File: src/rtl/id_ex_stage_pkg.sv
// Shared definitions for the ID/EX stage: datapath defaults and ALU operation encodings.
package id_ex_stage_pkg;

   localparam int XLEN_DEF   = 32;
   localparam int REG_AW_DEF = 5;

   typedef enum logic [3:0] {
      ALU_ADD  = 4'b0000,
      ALU_SLL  = 4'b0001,
      ALU_SLT  = 4'b0010,
      ALU_SLTU = 4'b0011,
      ALU_XOR  = 4'b0100,
      ALU_SRL  = 4'b0101,
      ALU_OR   = 4'b0110,
      ALU_AND  = 4'b0111,
      ALU_SUB  = 4'b1000,
      ALU_SRA  = 4'b1101
   } alu_op_e;

endpackage

File: src/rtl/fwd_mux.sv
// Operand bypass: selects the youngest in-flight producer of a source register,
// falling back to the register-file value captured at decode.
module fwd_mux
   import id_ex_stage_pkg::*;
#(
   parameter int XLEN   = XLEN_DEF,
   parameter int REG_AW = REG_AW_DEF
) (
   input  logic [REG_AW-1:0] rs_addr,
   input  logic [XLEN-1:0]   rs_data,
   input  logic [REG_AW-1:0] mem_rd_addr,
   input  logic              mem_reg_write,
   input  logic [XLEN-1:0]   mem_result,
   input  logic [REG_AW-1:0] wb_rd_addr,
   input  logic              wb_reg_write,
   input  logic [XLEN-1:0]   wb_result,
   output logic [XLEN-1:0]   fwd_data
);

   logic mem_hit;
   logic wb_hit;

   // x0 is hardwired to zero, so a write "to" it must never be bypassed.
   assign mem_hit = mem_reg_write && (mem_rd_addr != '0) && (mem_rd_addr == rs_addr);
   assign wb_hit  = wb_reg_write  && (wb_rd_addr  != '0) && (wb_rd_addr  == rs_addr);

   always_comb begin
      fwd_data = rs_data;
      if (mem_hit) begin
         fwd_data = mem_result;
      end else if (wb_hit) begin
         fwd_data = wb_result;
      end
   end

endmodule

File: src/rtl/id_ex_stage.sv
// ID/EX pipeline register with load-use stall, flush, and MEM/WB operand forwarding
// feeding the ALU operands directly.
module id_ex_stage
   import id_ex_stage_pkg::*;
#(
   parameter int XLEN   = XLEN_DEF,
   parameter int REG_AW = REG_AW_DEF
) (
   input  logic              clk,
   input  logic              reset,
   input  logic              flush,
   input  logic              id_valid,
   output logic              id_ready,
   input  logic [XLEN-1:0]   id_pc,
   input  logic [XLEN-1:0]   id_rs1_data,
   input  logic [XLEN-1:0]   id_rs2_data,
   input  logic [REG_AW-1:0] id_rs1_addr,
   input  logic [REG_AW-1:0] id_rs2_addr,
   input  logic [REG_AW-1:0] id_rd_addr,
   input  logic              id_uses_rs1,
   input  logic              id_uses_rs2,
   input  logic [XLEN-1:0]   id_imm,
   input  logic              id_src_a_pc,
   input  logic              id_src_b_imm,
   input  logic [3:0]        id_alu_control,
   input  logic              id_reg_write,
   input  logic              id_mem_read,
   input  logic              id_mem_write,
   input  logic              id_branch,
   input  logic [REG_AW-1:0] mem_rd_addr,
   input  logic              mem_reg_write,
   input  logic [XLEN-1:0]   mem_result,
   input  logic [REG_AW-1:0] wb_rd_addr,
   input  logic              wb_reg_write,
   input  logic [XLEN-1:0]   wb_result,
   input  logic              ex_ready,
   output logic              ex_valid,
   output logic [XLEN-1:0]   SrcA,
   output logic [XLEN-1:0]   SrcB,
   output logic [3:0]        ALUControl,
   output logic [XLEN-1:0]   ex_store_data,
   output logic [XLEN-1:0]   ex_pc,
   output logic [REG_AW-1:0] ex_rd_addr,
   output logic              ex_reg_write,
   output logic              ex_mem_read,
   output logic              ex_mem_write,
   output logic              ex_branch
);

   logic              free;
   logic              load_use;
   logic [XLEN-1:0]   rs1_data_p1;
   logic [XLEN-1:0]   rs2_data_p1;
   logic [REG_AW-1:0] rs1_addr_p1;
   logic [REG_AW-1:0] rs2_addr_p1;
   logic [XLEN-1:0]   imm_p1;
   logic              src_a_pc_p1;
   logic              src_b_imm_p1;
   logic [XLEN-1:0]   fwd_a;
   logic [XLEN-1:0]   fwd_b;

   assign free = !ex_valid || ex_ready;

   // A load's data is not available to bypass until it reaches MEM, so a
   // dependent instruction in decode must wait one cycle behind a bubble.
   assign load_use = ex_valid && ex_mem_read && (ex_rd_addr != '0) &&
                     ((id_uses_rs1 && (id_rs1_addr == ex_rd_addr)) ||
                      (id_uses_rs2 && (id_rs2_addr == ex_rd_addr)));

   assign id_ready = free && !load_use && !flush;

   // ID -> EX boundary
   always_ff @(posedge clk or posedge reset) begin
      if (reset) begin
         ex_valid     <= 1'b0;
         ex_pc        <= '0;
         ex_rd_addr   <= '0;
         ex_reg_write <= 1'b0;
         ex_mem_read  <= 1'b0;
         ex_mem_write <= 1'b0;
         ex_branch    <= 1'b0;
         ALUControl   <= ALU_ADD;
         rs1_data_p1  <= '0;
         rs2_data_p1  <= '0;
         rs1_addr_p1  <= '0;
         rs2_addr_p1  <= '0;
         imm_p1       <= '0;
         src_a_pc_p1  <= 1'b0;
         src_b_imm_p1 <= 1'b0;
      end else if (flush) begin
         ex_valid <= 1'b0;
      end else if (free && load_use) begin
         ex_valid     <= 1'b0;
         ex_reg_write <= 1'b0;
         ex_mem_read  <= 1'b0;
         ex_mem_write <= 1'b0;
         ex_branch    <= 1'b0;
      end else if (free && id_valid) begin
         ex_valid     <= 1'b1;
         ex_pc        <= id_pc;
         ex_rd_addr   <= id_rd_addr;
         ex_reg_write <= id_reg_write && (id_rd_addr != '0);
         ex_mem_read  <= id_mem_read;
         ex_mem_write <= id_mem_write;
         ex_branch    <= id_branch;
         ALUControl   <= id_alu_control;
         rs1_data_p1  <= id_rs1_data;
         rs2_data_p1  <= id_rs2_data;
         rs1_addr_p1  <= id_rs1_addr;
         rs2_addr_p1  <= id_rs2_addr;
         imm_p1       <= id_imm;
         src_a_pc_p1  <= id_src_a_pc;
         src_b_imm_p1 <= id_src_b_imm;
      end else if (free) begin
         ex_valid <= 1'b0;
      end
   end

   // EX operand selection, live every cycle so held instructions see new producers
   fwd_mux #(.XLEN(XLEN), .REG_AW(REG_AW)) u_fwd_rs1 (
      .rs_addr       (rs1_addr_p1),
      .rs_data       (rs1_data_p1),
      .mem_rd_addr   (mem_rd_addr),
      .mem_reg_write (mem_reg_write),
      .mem_result    (mem_result),
      .wb_rd_addr    (wb_rd_addr),
      .wb_reg_write  (wb_reg_write),
      .wb_result     (wb_result),
      .fwd_data      (fwd_a)
   );

   fwd_mux #(.XLEN(XLEN), .REG_AW(REG_AW)) u_fwd_rs2 (
      .rs_addr       (rs2_addr_p1),
      .rs_data       (rs2_data_p1),
      .mem_rd_addr   (mem_rd_addr),
      .mem_reg_write (mem_reg_write),
      .mem_result    (mem_result),
      .wb_rd_addr    (wb_rd_addr),
      .wb_reg_write  (wb_reg_write),
      .wb_result     (wb_result),
      .fwd_data      (fwd_b)
   );

   assign SrcA          = src_a_pc_p1  ? ex_pc  : fwd_a;
   assign SrcB          = src_b_imm_p1 ? imm_p1 : fwd_b;
   assign ex_store_data = fwd_b;

endmodule

File: config.mk
export PLATFORM = sky130hd
export DESIGN_NAME = id_ex_stage
export DESIGN_NICKNAME = d
export VERILOG_FILES = /design/src/rtl/id_ex_stage_pkg.sv /design/src/rtl/fwd_mux.sv /design/src/rtl/id_ex_stage.sv
export SDC_FILE = /design/constraint.sdc
export NUM_CORES = 1
export LEC_CHECK = 0
export CORE_MARGIN = 2
export CORE_UTILIZATION = 40
export DETAILED_ROUTE_END_ITERATION = 7
export PLACE_DENSITY = 0.76
export SETUP_SLACK_MARGIN = 0.2
export SLEW_MARGIN = 20
export SYNTH_ARGS = -nofsm -noshare
export SYNTH_HDL_FRONTEND = slang
export SYNTH_HIERARCHICAL = 1
export SYNTH_SLANG_ARGS = --single-unit
File: constraint.sdc
create_clock -name clk -period 4.94 [get_ports clk]
set_input_delay 0.741 -clock clk [delete_from_list [all_inputs] [get_ports clk]]
set_output_delay 0.741 -clock clk [all_outputs]
set_load 0.01 [all_outputs]
==> key figures <==
Outcome
  – Status: finished, final reports clean

STA
  – Worst slew margin: 29.39%
  – Final-report setup violation count: 0
  – Fin. max-slew vios: 0
  – Tmin final: 4.441 ns
  – Fmax: 225.2 MHz
  – Worst Tran Pin Value: 1.055 ns
  – Period utilization: 89.90%
  – Worst Skew: 0.02081 ns
  – Final TNS setup: 0 ns
  – RSZ-0062 raised after global routing: no
  – Final Hold Viols: 0

Yosys
  – Yosys Warn Count: 6
  – Syn_area_per_cell: 11.76 um^2
  – Sequential area share after synthesis: 40.34%
  – Syn Std Cell Area: 9553 um^2
  – Distinct cells, synth: 39
  – Synth top area cells: dfrtp_1 40%, mux2_4 17%, mux2_2 12%, o31ai_1 5.0%, nor4_1 4.5%
  – Synth Register Bits: 154
  – Syn_nets: 1,048
  – Share of the synthesized area in the top cell type: 40.34%
  – Dominant cell type by area after synthesis: dfrtp_1
  – Post-Synthesis Cells: 812

Clocking
  – CTS Buf Count: 17
  – CTS clock-pin slew for the worst setup and hold paths: 0.06 ns
  – Cts hold-fix bufs: 0
  – Clock root buffer master: clkbuf_16
  – Post-CTS setup buffers: 0
  – H-tree depth: 4
  – Cts repair resizes: 0
  – Clock Path Buffers: 2
  – Worst skew pair latency: 0.44 ns
  – # clock sinks: 154
  – CTS tree: done

Pwr
  – Power per cell area: 359.0 nW/um^2
  – Worst IR Drop VDD: 0.0002058 V
  – P_leak: 5.400 nW

Floorplan
  – Initial core utilization: 40.70%
  – Rows: 56
  – Die W: 158.5 um
  – Die footprint: 25,130 um^2
  – Core area: 23,470 um^2
  – IO Count: 379
  – Die height: 158.5 um

Global routing
  – Pin count of the biggest net entering global routing: 67
  – Initial antenna violation count: 0
  – Grt ovf: 0
  – Global routing usage on met2: 47.39%
  – First-pass GRT wire length: 53,800 um
  – Vias in the first global route: 9,059
  – Met1 Use GR: 35.10%
  – Busiest grt layer: met2
  – Met3 usage: 8.873%
  – GRT Overall Usage: 28.59%

Finish
  – Layout cells sized above 1: 25.64%
  – Design area: 14,150 um^2
  – Area growth, synth to finish: 48.17%
  – Commonest non-fill, non-tap cell in the layout: clkdlybuf4s50_1
  – Layout Nets: 1,389
  – Commonest cells after routing, fill and taps aside: 378 x clkdlybuf4s50_1, 152 x dfrtp_1, 110 x mux2_4, 103 x mux2_2, 68 x nor4_1

Critical path
  – Crit end category: output pin
  – CP max FO: 32
  – Most common cell on crit path: clkdlybuf4s50_1
  – RR Startpoint: ex_rd_addr[0]
  – Worst reg2reg endpoint: imm_p1[24]
  – Crit-path cells: clkdlybuf4s50_1 > xnor2_1 > and3_2 > nand4_1 > a31oi_1 > mux2_2 > clkdlybuf4s50_1
  – Startpoint types: input port
  – R2r setup slk: 2.14 ns
  – Critical path class: in2out
  – Worst path slowest cell: and3_2
  – Max incr delay on CP: 0.80 ns
  – R2R depth: 5
  – Worst Path Arrival: 3.70 ns
  – WP data required: 4.20 ns

Drt
  – Pre-antenna DRT Iters: 5
  – Detailed Route WL: 36,350 um
  – Via density: 5.863
  – Wire length per cell: 24.46 um
  – DRC: 0
  – Antenna viol nets, final: 0
  – Vias: 8,712
  – Starting DRC count in detailed routing: 653

Job
  – # Max-Cap Violations: 0

Worst hold path
  – Worst hold stages: 1
  – Hold endpoint: imm_p1[8]
  – HP Start: imm_p1[8]
  – Min-delay worst type: reg2reg

Place
  – DPL Wire Length: 26,540 um
  – GPL Wtd Cong: 0.9187
  – Port Buffers: 378
  – Placed cell area: 13,560 um^2
per-layer routing:
metal	wire, um	up-vias
met4	1072	0
met5	0	-
met3	3316	79
met2	17740	518
met1	14220	4260
li1	-	3855
synthesized netlist by cell type, drive strengths merged:
cell type,number
and3,2
or3,2
or2,2
nor4,68
a32oi,1
a31oi,64
xnor2,18
clkbuf,55
o21a,2
or4,3
nand2,8
a21oi,5
nor2b,1
mux2,213
nor2,14
nand4,64
o211ai,1
xor2,8
dfrtp,154
nor3,3
buf,38
nand2b,2
o21ai,3
a311o,3
inv,4
o31ai,64
and2,5
o21ba,1
nand3,4
cells by family after synthesis:
| group | after synthesis | share of synthesized area, % |
|---|---|---|
| muxes | 213 | 29.43 |
| and+or+nand+nor | 178 | 11.11 |
| DFF | 154 | 40.34 |
| AOI/OAI and AO/OA | 144 | 10.67 |
| buffers and inverters | 97 | 6.064 |
| xor gates and xnor gates | 26 | 2.384 |
registers in the layout, indices dropped and copies added (netlist names), 4 cells and up:
name and flops:
ALUControl 4, ex_pc 32, ex_rd_addr 5, imm_p1 32
rs1_addr_p1 5, rs1_data_p1 32, rs2_addr_p1 5, rs2_data_p1 32
per-stage QoR:
stage | std cells | worst slack, ns | utilization [%] | hold slack, ns | power, mW
finish | 1486 | 0.4989 | 60.30 | 0.5055 | 5.082
global route | 1485 | 0.3129 | 60.29 | 0.5176 | 5.304
CTS | 1483 | 0.3797 | 60.23 | 0.5056 | 5.092
detailed placement | 1451 | 0.3850 | 57.77 | 0.4873 | 3.757
global placement | 1451 | 0.4344 | 57.77 | 0.4837 | 3.722
floorplan | 812 | 1.945 | - | 0.4749 | 2.695
worst max-delay path by stage:
stage	start	slack [ns]	end
after floorplan	mem_rd_addr[0]	1.94	SrcB[10]
after global placement	mem_rd_addr[0]	0.43	SrcB[23]
after detailed placement	mem_rd_addr[0]	0.38	SrcB[31]
after CTS	mem_rd_addr[0]	0.38	SrcB[31]
after global routing	wb_rd_addr[0]	0.31	SrcB[9]
final	wb_rd_addr[0]	0.50	SrcB[9]
area by class of cell:
class	instances	area (um^2)
fill	1909	9318
multi-input combinational	561	5176
timing repair buffer	415	4124
sequential	154	3856
clock buffer	20	436.7
tap	319	399.1
clock inverter	12	141.4
inverter	4	18.77
antenna	1	2.502
report_power, final:
group	leakage, nW	switching (mW)	total, mW	internal (mW)
clock	0.264	0.580	1.33	0.751
combinational	3.33	0.897	2.06	1.17
sequential	1.81	0.212	1.69	1.47
total	5.40	1.69	5.08	3.39
critical path, delay by kind of cell:
family                 cells  cell delay [ns]
AND/OR/NAND/NOR            2             0.98
XOR/XNOR                   1             0.29
multiplexers               1             0.24
buffers and inverters      2             1.03
AO/OA/AOI/OAI              1             0.41
(Power assumes the default switching activity.)
